--- config.mk ---
export PLATFORM = sky130hd
export DESIGN_NAME = stim_player
export DESIGN_NICKNAME = d
export VERILOG_FILES = /design/src/rtl/stim_pkg.sv /design/src/rtl/stim_fifo.sv /design/src/rtl/stim_player.sv
export SDC_FILE = /design/constraint.sdc
export NUM_CORES = 1
export LEC_CHECK = 0
export ABC_AREA = 1
export ABC_CLOCK_PERIOD_IN_PS = 6000
export BUFFER_PORTS_ARGS = -buffer_cell sky130_fd_sc_hd__clkbuf_2
export CAP_MARGIN = 25
export CORE_ASPECT_RATIO = 0.6
export CORE_UTILIZATION = 55
export CTS_CLUSTER_SIZE = 20
export DETAILED_ROUTE_END_ITERATION = 7
export GPL_ROUTABILITY_DRIVEN = 0
export GPL_TIMING_DRIVEN = 0
export PLACE_DENSITY_LB_ADDON = 0.05
export SYNTH_ARGS = -nofsm -noshare
export SYNTH_HDL_FRONTEND = slang
export SYNTH_SLANG_ARGS = --single-unit
--- constraint.sdc ---
create_clock -name clk -period 6 [get_ports clk]
set_clock_uncertainty 0.1 [all_clocks]
set_input_delay 0.6 -clock clk [delete_from_list [all_inputs] [get_ports clk]]
set_output_delay 0.6 -clock clk [all_outputs]
set_load 0.01 [all_outputs]
--- src/rtl/stim_pkg.sv ---
// Shared types and default widths for the timed-stimulus player.
package stim_pkg;

   localparam int unsigned VEC_W      = 9;
   localparam int unsigned TIME_W     = 16;
   localparam int unsigned FIFO_DEPTH = 8;
   localparam int unsigned ENTRY_W    = TIME_W + VEC_W + 1;

   typedef enum logic [1:0] {
      S_IDLE = 2'd0,
      S_RUN  = 2'd1,
      S_DONE = 2'd2
   } state_t;

   typedef struct packed {
      logic [TIME_W-1:0] tstamp;
      logic [VEC_W-1:0]  vec;
      logic              last;
   } entry_t;

endpackage

--- src/rtl/stim_fifo.sv ---
// Synchronous FIFO with wrap-bit pointers and registered ready/empty flags.
import stim_pkg::*;

module stim_fifo #(
   parameter int unsigned W     = ENTRY_W,
   parameter int unsigned DEPTH = FIFO_DEPTH
) (
   input  logic         clk,
   input  logic         rst_n,
   input  logic         push,
   input  logic [W-1:0] din,
   input  logic         pop,
   output logic [W-1:0] head,
   output logic         ready,
   output logic         empty
);

   localparam int unsigned AW = $clog2(DEPTH);

   logic [W-1:0] mem [DEPTH];
   logic [AW:0]  wr_ptr;
   logic [AW:0]  rd_ptr;
   logic [AW:0]  wr_nxt_c;
   logic [AW:0]  rd_nxt_c;
   logic         push_ok_c;
   logic         pop_ok_c;

   // A full FIFO refuses pushes even when a pop is happening the same cycle.
   assign push_ok_c = push && ready;
   assign pop_ok_c  = pop && !empty;
   assign wr_nxt_c  = wr_ptr + {{AW{1'b0}}, push_ok_c};
   assign rd_nxt_c  = rd_ptr + {{AW{1'b0}}, pop_ok_c};
   assign head      = mem[rd_ptr[AW-1:0]];

   // Entry storage; contents are don't-care until written.
   always_ff @(posedge clk) begin
      if (push_ok_c) begin
         mem[wr_ptr[AW-1:0]] <= din;
      end
   end

   // Pointers and flags, with flags computed from the next pointer values.
   always_ff @(posedge clk) begin
      if (!rst_n) begin
         wr_ptr <= '0;
         rd_ptr <= '0;
         ready  <= 1'b1;
         empty  <= 1'b1;
      end else begin
         wr_ptr <= wr_nxt_c;
         rd_ptr <= rd_nxt_c;
         empty  <= (wr_nxt_c == rd_nxt_c);
         ready  <= !((wr_nxt_c[AW] != rd_nxt_c[AW]) &&
                     (wr_nxt_c[AW-1:0] == rd_nxt_c[AW-1:0]));
      end
   end

endmodule

--- src/rtl/stim_player.sv ---
// Timed-stimulus sequencer: applies queued vectors when the run counter reaches their timestamp.
import stim_pkg::*;

module stim_player #(
   parameter int unsigned DEPTH = FIFO_DEPTH
) (
   input  logic              clk,
   input  logic              rst_n,
   input  logic              load_valid,
   output logic              load_ready,
   input  logic [TIME_W-1:0] load_time,
   input  logic [VEC_W-1:0]  load_vec,
   input  logic              load_last,
   input  logic              start,
   output logic              busy,
   output logic [VEC_W-1:0]  vec_out,
   output logic              vec_strobe,
   output logic              late_err,
   output logic              done
);

   state_t             state;
   logic [TIME_W-1:0]  tcount;
   entry_t             load_entry;
   entry_t             head;
   logic [ENTRY_W-1:0] head_bits;
   logic               fifo_empty;
   logic               pop_c;

   assign load_entry = '{tstamp: load_time, vec: load_vec, last: load_last};
   assign head       = entry_t'(head_bits);

   // Pop the head once its timestamp has been reached (or already passed).
   assign pop_c = (state == S_RUN) && !fifo_empty && (head.tstamp <= tcount);

   stim_fifo #(
      .W     (ENTRY_W),
      .DEPTH (DEPTH)
   ) u_fifo (
      .clk   (clk),
      .rst_n (rst_n),
      .push  (load_valid),
      .din   (ENTRY_W'(load_entry)),
      .pop   (pop_c),
      .head  (head_bits),
      .ready (load_ready),
      .empty (fifo_empty)
   );

   // Run-control FSM, saturating cycle counter and registered outputs.
   always_ff @(posedge clk) begin
      if (!rst_n) begin
         state      <= S_IDLE;
         tcount     <= '0;
         vec_out    <= '0;
         vec_strobe <= 1'b0;
         late_err   <= 1'b0;
         done       <= 1'b0;
         busy       <= 1'b0;
      end else begin
         vec_strobe <= 1'b0;
         late_err   <= 1'b0;
         case (state)
            S_IDLE, S_DONE: begin
               if (start) begin
                  state  <= S_RUN;
                  tcount <= '0;
                  done   <= 1'b0;
                  busy   <= 1'b1;
               end
            end
            S_RUN: begin
               if (tcount != {TIME_W{1'b1}}) begin
                  tcount <= tcount + TIME_W'(1);
               end
               if (pop_c) begin
                  vec_out    <= head.vec;
                  vec_strobe <= 1'b1;
                  late_err   <= (head.tstamp < tcount);
                  if (head.last) begin
                     state <= S_DONE;
                     done  <= 1'b1;
                     busy  <= 1'b0;
                  end
               end
            end
            default: begin
               state <= S_IDLE;
               busy  <= 1'b0;
            end
         endcase
      end
   end

endmodule

# Word-level counts from Yosys, hierarchy flattened
# Memories as Yosys holds them, arrays and structs flattened. A register that Yosys moved wholly into a read port is not among the register bits.
# Cells that the tools add are included.
# W data, S select, Z words.
[classes] n_shift=0 n_mul=0 order_cmp=2 div_mod_pow=0 addsub=3 n_reduce_logical=16 n_bitwise=0 muxes=19 eq_ne=10
[ops] op="$mux W16" n=2
[ops] op="$pmux W16 S2" n=1
[ops] op="$add A16 B1 Y16 const B" n=1
[ops] op="$le A16 B16 Y1" n=1
[ops] op="$lt A16 B16 Y1" n=1
[ops] op="$ne A16 B16 Y1 const B" n=1
[ops] op="$mux W1" n=9
[ops] op="$reduce_and A3 Y1" n=3
[ops] op="$add A4 B1 Y4" n=2
[ops] op="$mux W2" n=3
[ops] op="$logic_and A1 B1 Y1" n=5
[ops] op="$eq A4 B4 Y1" n=1
[ops] op="$ne A2 B1 Y1 const B" n=2
[ops] op="$ne A2 B2 Y1 const B" n=2
[ops] op="$pmux W1 S2" n=2
[ops] op="$pmux W2 S2" n=1
[ops] op="$reduce_and A2 Y1" n=2
[ops] op="$reduce_and A4 Y1" n=1
[ops] op="$eq A3 B3 Y1" n=1
[ops] op="$mux W3" n=1
[ops] op="$eq A2 B1 Y1 const B" n=1
[ops] op="$eq A2 B2 Y1 const B" n=1
[ops] op="$logic_not A1 Y1" n=2
[ops] op="$logic_not A2 Y1" n=1
[ops] op="other kinds (3)" n=3
[totals] mem_bits_rw=208 input_bits=30 output_inout_bits=14 romBits=0 latchBits=0 memories=1 ff_bits=41
[memory_table] memory="u_fifo.mem" words=8 word_bits=26 rd=1 rd_ports_with_merged_regs=1 write_ports=1 line="stim_fifo.sv:20" rtl="logic [W-1:0] mem [DEPTH];"

# Logic depth before layout (Yosys ltp)
# Gate-level depths: netlist of run 1.
[logic_depth] depth_word=8 depth_mapped=27 depth_no_buf=24

# Modules after synthesis
# From an unflattened synthesis of run 1, not the netlist that was laid out.
[unflattened] cells_unflattened=962 hier_area_um2=10380.0
[by_module_without_submodules] mod="stim_fifo" area_per_inst_um2=8683.3 cells_each=728 seq_area_each_um2=6446.2 n_inst=1
[by_module_without_submodules] mod="stim_player" area_per_inst_um2=1696.6 cells_each=234 seq_area_each_um2=620.6 n_inst=1

# Worst setup path after synthesis of run 1
# Ideal clock, no wire load.
[synth_timing] kind="reg-to-reg" from="register u_fifo.rd_ptr[0]" to="register u_fifo.ready" stages_incl_launch_ff=22 path_slack_ns=2.575 n_path_buf=3 arrival_time_ns=3.195 setup_time_ns=0.130 cell_sequence="dfxtp_1 > inv_2 > buf_4 > clkbuf_1 > o21ai_0 > o22ai_1 > nor2_1 > a31oi_1 > ha_1 > nand2_1 > nor3_1 > nand2_1 > nand2_1 > nand2_1 > nand2_1 > inv_1 > buf_2 > ha_1 > ha_1 > xor2_1 > nor4_1 > nand2_1"
[synth_via] elab_chain_len=4
[synth_rtl] item="from (decl)" line="stim_fifo.sv:22" rtl="logic [AW:0] rd_ptr;"
[synth_rtl] item="from (signal assigned)" line="stim_fifo.sv:51" rtl="rd_ptr <= rd_nxt_c;"
[synth_rtl] item="$add A4 B1 Y4" line="stim_fifo.sv:32" rtl="assign rd_nxt_c = rd_ptr + {{AW{1'b0}}, pop_ok_c};"
[synth_rtl] item="net u_fifo.rd_nxt_c[1]" line="stim_fifo.sv:24" rtl="logic [AW:0] rd_nxt_c;"
[synth_rtl] item="$eq A3 B3 Y1" line="stim_fifo.sv:54" rtl="(wr_nxt_c[AW-1:0] == rd_nxt_c[AW-1:0]));"
[synth_rtl] item="$logic_and A1 B1 Y1" line="stim_fifo.sv:53" rtl="ready <= !((wr_nxt_c[AW] != rd_nxt_c[AW]) &&"
[synth_rtl] item="$logic_not A1 Y1" line="stim_fifo.sv:53"
[synth_rtl] item="to (signal assigned)" line="stim_fifo.sv:53"
[synth_rtl] item="to (decl)" line="stim_fifo.sv:14" rtl="output logic ready,"
# The timed path passes the listed nets, and every way through them passes these cells.
# A chain may end at the register's enable or synchronous reset.

# Worst setup path in the final report of run 1
[layout_timing] from="register u_fifo.rd_ptr[1]" to="register u_fifo.empty"
[layout_via] elab_chain_len=2
[layout_rtl] item="$add A4 B1 Y4" line="stim_fifo.sv:32"
[layout_rtl] item="net u_fifo.rd_nxt_c[1]" line="stim_fifo.sv:24"
[layout_rtl] item="$eq A4 B4 Y1" line="stim_fifo.sv:52" rtl="empty <= (wr_nxt_c == rd_nxt_c);"
[layout_rtl] item="to (signal assigned)" line="stim_fifo.sv:52"
[layout_rtl] item="to (decl)" line="stim_fifo.sv:15" rtl="output logic empty"
# The timed path passes the listed nets, and every way through them passes these cells.

==> impl_summary.md, run 1 <==
Clock tree
The tree is rooted in a clkbuf_16. The maximum count of clock buffers along a single path is 3. The number of sinks driven by the clock tree is around 250.

For the worst-skew pair, the clock arrives at the later sink with an insertion delay of about 0.52 ns. TritonCTS built the clock tree. The number of buffers added by the clock tree synthesis step is 23. CTS built an H-tree with a depth of 1. The post-cts repair resize count is 0. The number of buffers added for setup after CTS is 0. Buffers inserted to repair hold after CTS numbered 0. The clock transition at the registers of the reported paths is 0.06 ns.

Logic synthesis
The cell count after synthesis came out at 918. The top-area cell type share of the netlist area is 0.608. In the synthesized netlist, the cells that appear most often are edfxtp_1, nor2_1, nand2_1. The synthesized netlist contains 37 unique library cells. The net count after synthesis is roughly 970. The cell taking the most area after synthesis is edfxtp_1.

Of the synthesized area, sequential elements account for 0.688. Yosys printed 0 warnings. Yosys instantiated no cell more often than edfxtp_1.

In the synthesized netlist the async set-or-reset flop fraction comes to 0. The number of synthesized register bits is 249. In this run the cell area of the synthesized design comes to approximately 10000 um2. By area the synthesized netlist is led by edfxtp_1, dfxtp_1, nor2_1.

The number of flops mapped to enable cells by yosys is approximately 210. The mean instance size in the synthesized netlist is roughly 11 um2. The dominant synthesized flop cell is edfxtp_1.

Power
The power per cell area is 304 nW/um2. Of the total power, combinational logic draws 0.075. In this run the static leakage power is between 4 and 5 nW. Cell internal power was estimated by the tool at ~2.8 mW. The net switching component of the power is between 800 and 900 uW. The sequential cell fraction of total power is 0.543. Of the total power, the clock network draws 0.382. The design draws 3.56 mW. The switching power share of the total is 0.227. The worst-case IR drop observed on VDD is a little under 200 uV.

Drt
For this block, the initial DRC count from the detailed router was roughly 660. In this run the remaining antenna-violating nets after routing total 0. The post-route DRC violation count is 0. The number of vias per cell is 5.62.

The via count is about 7000. The detailed-route wire length is 24600 um. The pre-antenna-repair detailed-routing pass consisted of 5 iterations. The routed length per placed instance is 19.7 um.

Floorplanning
The die covers between 15000 and 20000 um2. For this configuration, the core starts out at a cell density of 0.566. The vertical extent of the die is between 100 and 150 um. The core footprint is ~18000 um2. The die is 178 um wide. The initialized floorplan defines 38 standard-cell rows. In this run the count of I/O pins placed on the die edge is 44.

Worst hold path
The launch point of the worst hold path is load_time[4]. The worst hold path cell count is 1. The worst hold path terminates at u_fifo.mem[6][14]. The worst hold path belongs to the class in2reg.

STA
Based on the critical path, the design can be clocked at up to between 0.2 and 0.25 GHz. In the finished design, the share of the clock period the worst path needs comes to 0.779. The number of slew-limit violations in the final report is 0.

Setup repair after global routing left no endpoint under its margin. The relative slew slack is 0.358. The worst path meets setup with 1.32 ns of slack.

The final hold violation count was 0. The final-report setup violation count is 0. The routed design could run at a clock period as short as ~4.7 ns. The setup TNS is 0 ns. The actual transition at the worst max-transition pin is between 0.9 and 1 ns.

Critical path
The endpoint class of the critical path is a register. The register-to-register setup slack is ~1.3 ns. In this run the worst path has a maximum fanout of 10.

The worst setup path is launched from a register. The data required time of the critical path is ~6.4 ns. The data arrival time of the critical path is ~5.0 ns. The capturing point of the worst reg2reg path is u_fifo.empty. The critical path is of the reg2reg type. The startpoint of the lowest-slack register-to-register path is u_fifo.rd_ptr[1]. For the worst flop-to-flop path, the logic depth is 22.

Final layout
The area growth from synthesis to final layout is 13.8%. The number of antenna diodes in the final layout is 0. The multi-input combinational cells in the finished layout cover a total of roughly 2900 um2.

The area of all placed cells without fillers is 11700 um2. Once layout is complete, the utilization of the core stands at 0.644. Across the whole layout, storage elements account for 7070 um2.

Fill cells in the final layout number between 1000 and 1500. The number of nets in the final layout is approximately 1000. The ratio of cells with drive above 1 in the final layout is 0.137.

Placed design
The count of buffers added on input and output ports is 43. The placement-stage worst setup slack is 1.45 ns. After legalization and detailed placement, the total HPWL measured roughly 16000 um. The placed standard-cell area is between 10000 and 15000 um2.

Flow run
The max-capacitance violation count is 0.

Global route
The via count of the first global-routing pass is around 6400. In the global route stage, overall resource usage came out at 0.268. After global routing the overflow that remains totals 0. The first global-routing pass estimated roughly 37000 um of wire.

The initial antenna violation count is 0. The maximum number of pins on one net before global-route repair is 27.

Outcome
The run finished with clean final reports.
==> area by class of cell <==
class                      instances  share of cell area
buffer                            44              0.0179
clock inverter                    12             0.00781
tap                              240              0.0257
clock buffer                      29              0.0511
inverter                          50              0.0161
multi-input combinational        575               0.246
sequential                       249               0.604
timing repair buffer              50              0.0317
==> cell usage in the layout, fill, tap and decap left out, types with 19 or more instances in the layout <==
master and n:
ha_1 21, buf_2 19, nand3_1 65, a21oi_1 23, clkbuf_16 23, clkbuf_2 44
nand2_1 147, clkbuf_1 23, nor2_1 151, inv_1 41, edfxtp_1 208, dfxtp_1 41
o21ai_0 83
==> sequential cells by signal, summed over array words and instances (netlist names) <==
name           cells
late_err           1
u_fifo.rd_ptr      4
u_fifo.ready       1
u_fifo.empty       1
u_fifo.mem       208
vec_out            9
busy               1
state              2
u_fifo.wr_ptr      4
vec_strobe         1
tcount            16
done               1
==> worst max-delay path by stage <==
stage	to	startpoint	cells past startpoint
6_report	u_fifo.empty	u_fifo.rd_ptr[1]	22
5_1_grt	u_fifo.empty	u_fifo.rd_ptr[1]	21
4_1_cts	u_fifo.empty	u_fifo.rd_ptr[0]	20
2_1_floorplan	u_fifo.ready	u_fifo.rd_ptr[0]	21
3_5_place_dp	u_fifo.empty	u_fifo.rd_ptr[1]	22
3_3_place_gp	u_fifo.empty	u_fifo.rd_ptr[2]	20
==> power groups by stage <==
stage	Clock (mW)	Sequential [mW]	Combinational [mW]
floorplan	0	1.97	0.150
global placement	0	1.97	0.247
detailed placement	0	1.97	0.265
CTS	1.38	1.93	0.265
global route	1.45	1.93	0.298
finish	1.36	1.93	0.267
==> cell families after synthesis <==
| kind of cell | synth area share |
|---|---|
| adders and majority gates | 0.0256 |
| and+or+nand+nor | 0.163 |
| AOI/OAI and AO/OA | 0.0762 |
| xor gates and xnor gates | 0.00937 |
| DFF | 0.688 |
| buffers and inverters | 0.0387 |
==> per-stage QoR <==
| step | instances | hold slack [ns] |
|---|---|---|
| 2_1_floorplan | 918 | 0.355 |
| 3_3_place_gp | 1201 | 0.346 |
| 3_5_place_dp | 1208 | 0.357 |
| 4_1_cts | 1249 | 0.243 |
| 5_1_grt | 1249 | 0.252 |
| 6_report | 1249 | 0.261 |
==> worst max-delay path, stage by stage, from the launching register on <==
cell	delay, ns
dfxtp_1	0.31
buf_2	0.18
clkinv_1	0.15
clkbuf_1	0.47
o21ai_0	0.18
o22ai_1	0.22
nor2_1	0.06
a31oi_1	0.44
ha_1	0.36
a21oi_1	0.15
nand2_1	0.07
a21oi_1	0.12
nand2_1	0.10
nand2_1	0.09
nand2_1	0.08
inv_1	0.09
buf_2	0.23
ha_1	0.21
ha_1	0.26
xor2_1	0.17
nor4_1	0.41
nand2_1	0.09
nand2_1	0.07
==> routing by layer <==
metal	track usage	wire, um
met4	0.0539	344
met3	0.0734	2840
met2	0.367	9870
met1	0.421	11500
met5	0	0
(Power assumes the default switching activity.)
==> inputs of run 2 (changes only) <==
Settings changed: ABC_AREA 1 to 0, ABC_CLOCK_PERIOD_IN_PS 6000 to 4900.
Clock period 6 ns to 4.9 ns, I/O delays scaled along.
==> impl_summary.md, run 2 <==
Logic synthesis
Synthesis handed over a netlist of between 500 and 600 instances. The sequential-to-total area share from yosys stat is 0.706. The fraction of registers with async set/reset is 0. The net count after synthesis is slightly above 600. The post-synthesis cell area is 10000 um2. The mean instance size in the synthesized netlist is roughly 18 um2.

Summed over all instances, the cell type with the most area after synthesis is edfxtp_1. By count the netlist is led by edfxtp_1, mux4_2, dfxtp_1. Ranked by total cell area, the synthesized netlist is headed by edfxtp_1, mux4_2, dfxtp_1. Of the post-synthesis cell area, the dominant cell type holds 0.624.

The most repeated cell in the gate-level netlist after synthesis is edfxtp_1. The synthesized design contains 208 enable-type register cells. Synthesis inferred 249 register bits. The dominant synthesized flop cell is edfxtp_1. The Yosys warning count is 0. The count of different cell masters after synthesis is 49.

Placed design
In this run, placement finished with an instance count of between 800 and 900. Buffers placed on the I/O ports in this run total 43. OpenSTA, run right after detailed placement, puts the worst setup slack at -0.435 ns. Summed over all nets, the half-perimeter wirelength after detailed placement is approximately 14000 um.

After detailed placement, the total cell area comes to 10800 um2.

Floorplanning
The initial utilization of the core area, before any placement, comes to 0.574. The site row count is 37. Pin placement for this block handled 44 I/O pins. The core region is 17500 um2.

The die covers between 15000 and 20000 um2. The horizontal die dimension is 176 um. The vertical extent of the die is 107 um.

STA
Timing would allow up to ~0.21 GHz. The number of slew-limit violations in the final report is 0. Setup slack on the critical path of the routed design comes to approximately 0.25 ns. For the finished layout, the period the worst path requires is 4.65 ns.

Setup violations remaining at the end of the flow were counted as 0. The actual transition at the worst max-transition pin is about 1.0 ns. Setup repair after global routing left no endpoint under its margin.

The relative slew slack is 0.322. The final hold violation count is 0. The worst-case hold slack is around 0.15 ns.

The share of the cycle needed by the critical path after routing is 0.950.

Final layout
The library cell used most frequently in the layout, excluding fill and tap cells, is edfxtp_1. The count of inserted antenna diode cells is 0. Compared with the post-synthesis result, the final layout area differs by 16.4%. Leaving out filler cells and counting taps, the final layout contains 890. The area of all placed cells without fillers is 11700 um2. Of the cells placed in the final design, the portion with a size suffix greater than 1 is 0.305. The number of flip-flops in the largest register is ~210.

The number of nets in the final layout is 690. In the layout the commonest cells are edfxtp_1, mux4_2, clkbuf_2, dfxtp_1, nor2_1. The post-layout utilization of the core is 0.668.

Critical path
Along the worst path, the maximum fanout reaches 10. By instance count, the cell type seen most on the critical path is ha_1. On the worst path, the slowest cell contributes a delay of between 0.5 and 0.6 ns. The largest individual stage delay along the critical path comes from the cell mux4_2. STA puts the critical path data required time at between 5 and 6 ns. The signal on the critical path passes through clkbuf_2, buf_6, mux4_2, mux2_2, ha_1, nand4_1, nor4_4, a21boi_2, nand3b_2, a21oi_2, buf_4, ha_1, ha_1, xnor2_1, nand3_1, o31ai_1. The endpoint class of the critical path is a register. The setup path with the least slack is of type reg2reg.

The data arrival time of the critical path is between 4 and 5 ns. Measured in cells, the most critical reg-to-reg path has a length of 16. The worst setup path is launched from a register.

Global route
Entering global routing, the biggest net connects 18 pins. The global-route wire length before repair is between 30000 and 40000 um. The initial antenna violation count is 0. The overflow left after global routing is 0.

The via count of the first global-routing pass is about 5200. For this run, the total global-route usage over all layers was measured as 0.234.

Worst hold path
Along the worst hold path, the cell count comes to 1. The class of the worst hold path is in2reg.

Drt
Dividing the detail-routed wire length by the instance count gives approximately 23 um. The detailed-route wire length is ~21000 um. The via count is roughly 5300. The highest layer touched by signal routing is met4. In the routed layout, each cell is associated on average with a via count of 5.91.

The routed wire length on met2 is roughly 9100 um. Wire segments on met3 add up to 1660 um in the final route. The detail route stage leaves a number of antenna-violating nets equal to 0. The number of detailed-route iterations in the first pass is 5.

For this block, wires on met1 add up to roughly 9800 um. For this block, the initial DRC count from the detailed router was 530. The post-route DRC violation count is 0.

Clock tree
Buffers added to address setup during post-CTS repair amount to 0. The maximum count of clock buffers along a single path is 3. The root buffer cell chosen for the clock tree is clkbuf_16.

The number of hold-repair buffers added at the cts stage is 0. The tree built by TritonCTS fans out to 249 sinks. Clock-pin slew was measured on the worst setup and hold paths at 0.07 ns. Buffers inserted during clock tree synthesis total 23. The maximum level of the CTS H-tree is 1. The clock latency on the worst-skew pair is about 0.52 ns. TritonCTS built the clock tree.

Outcome
The run finished with clean final reports.

Power
The worst-case IR drop observed on VDD is ~260 uV. The static leakage is 3.83 nW. In this run the power density over the cells is roughly 390 nW/um2.

Flow run
The max-capacitance violation count is 0.
## run 2: cell count changes after synthesis, sizes merged, moves of 15 or more
cell / change
nand2: -139
nand3: -58
buf: -16
mux4: +50
nor2: -131
o22ai: -15
o21ai: -81
mux2: +17
inv: -30
## run 2: final timing paths
check             slack (ns)             start          endpoint
setup / recovery        0.25  u_fifo.rd_ptr[0]      u_fifo.empty
hold / removal          0.15       load_vec[3]  u_fifo.mem[7][4]
setup reg to reg        0.25  u_fifo.rd_ptr[0]      u_fifo.empty
hold reg to reg         0.41              done              done
## run 2: layer usage
layer,up-vias,global-route usage
li1,2362,-
met1,2665,0.377
met2,203,0.334
met3,27,0.0404
met4,0,0.0509
met5,-,0
## run 2: cell type report
class / instances / area, um2
plain buffers: 21 / 140
clock buffers: 27 / 611
clock inverters: 15 / 165
fillers: 1151 / 5800
inverters: 17 / 63.8
multi-input cells: 272 / 2870
flip-flops and latches: 249 / 7070
well taps: 234 / 293
repair buffers: 55 / 448
## run 2: stage by stage
| stage | setup TNS [ns] | power, mW |
|---|---|---|
| final | 0 | 4.49 |
| after CTS | 0 | 4.52 |
| after detailed placement | -0.964 | 2.70 |
| after global routing | 0 | 4.62 |
| after global placement | -16.36 | 2.67 |
| after floorplan | 0 | 2.58 |
## run 2: cells by family (layout without fill, tap and decap cells)
group	count (synthesis)	count (layout)	share of synthesized area
mux	78	78	0.143
compound gates	38	38	0.0300
buf+inv	38	135	0.0164
xor+xnor	23	23	0.0201
simple gates	112	112	0.0589
flops	249	249	0.706
fa+ha+maj	21	21	0.0262
## run 2: repair_timing
action / in CTS / in global routing
resized for setup: 13 / 9
endpoints found under the setup margin: 5 / 2
pin swaps: 0 / 2
## run 2: where the power goes
part | total [mW] | internal (mW) | switching, mW | leakage, nW
Sequential | 2.37 | 2.35 | 0.0199 | 2.22
Clock | 1.83 | 1.06 | 0.770 | 0.387
Combinational | 0.292 | 0.125 | 0.167 | 1.22
## run 2: critical path: cells and delay by family (launching register included)
kind                     cells  cell delay [ns]
AO/OA/AOI/OAI                3             0.63
XOR/XNOR                     1             0.17
adder cells (fa/ha/maj)      3             0.85
buffers and inverters        3             0.71
flip-flops                   1             0.34
multiplexers                 2             0.84
AND/OR/NAND/NOR              4             0.91
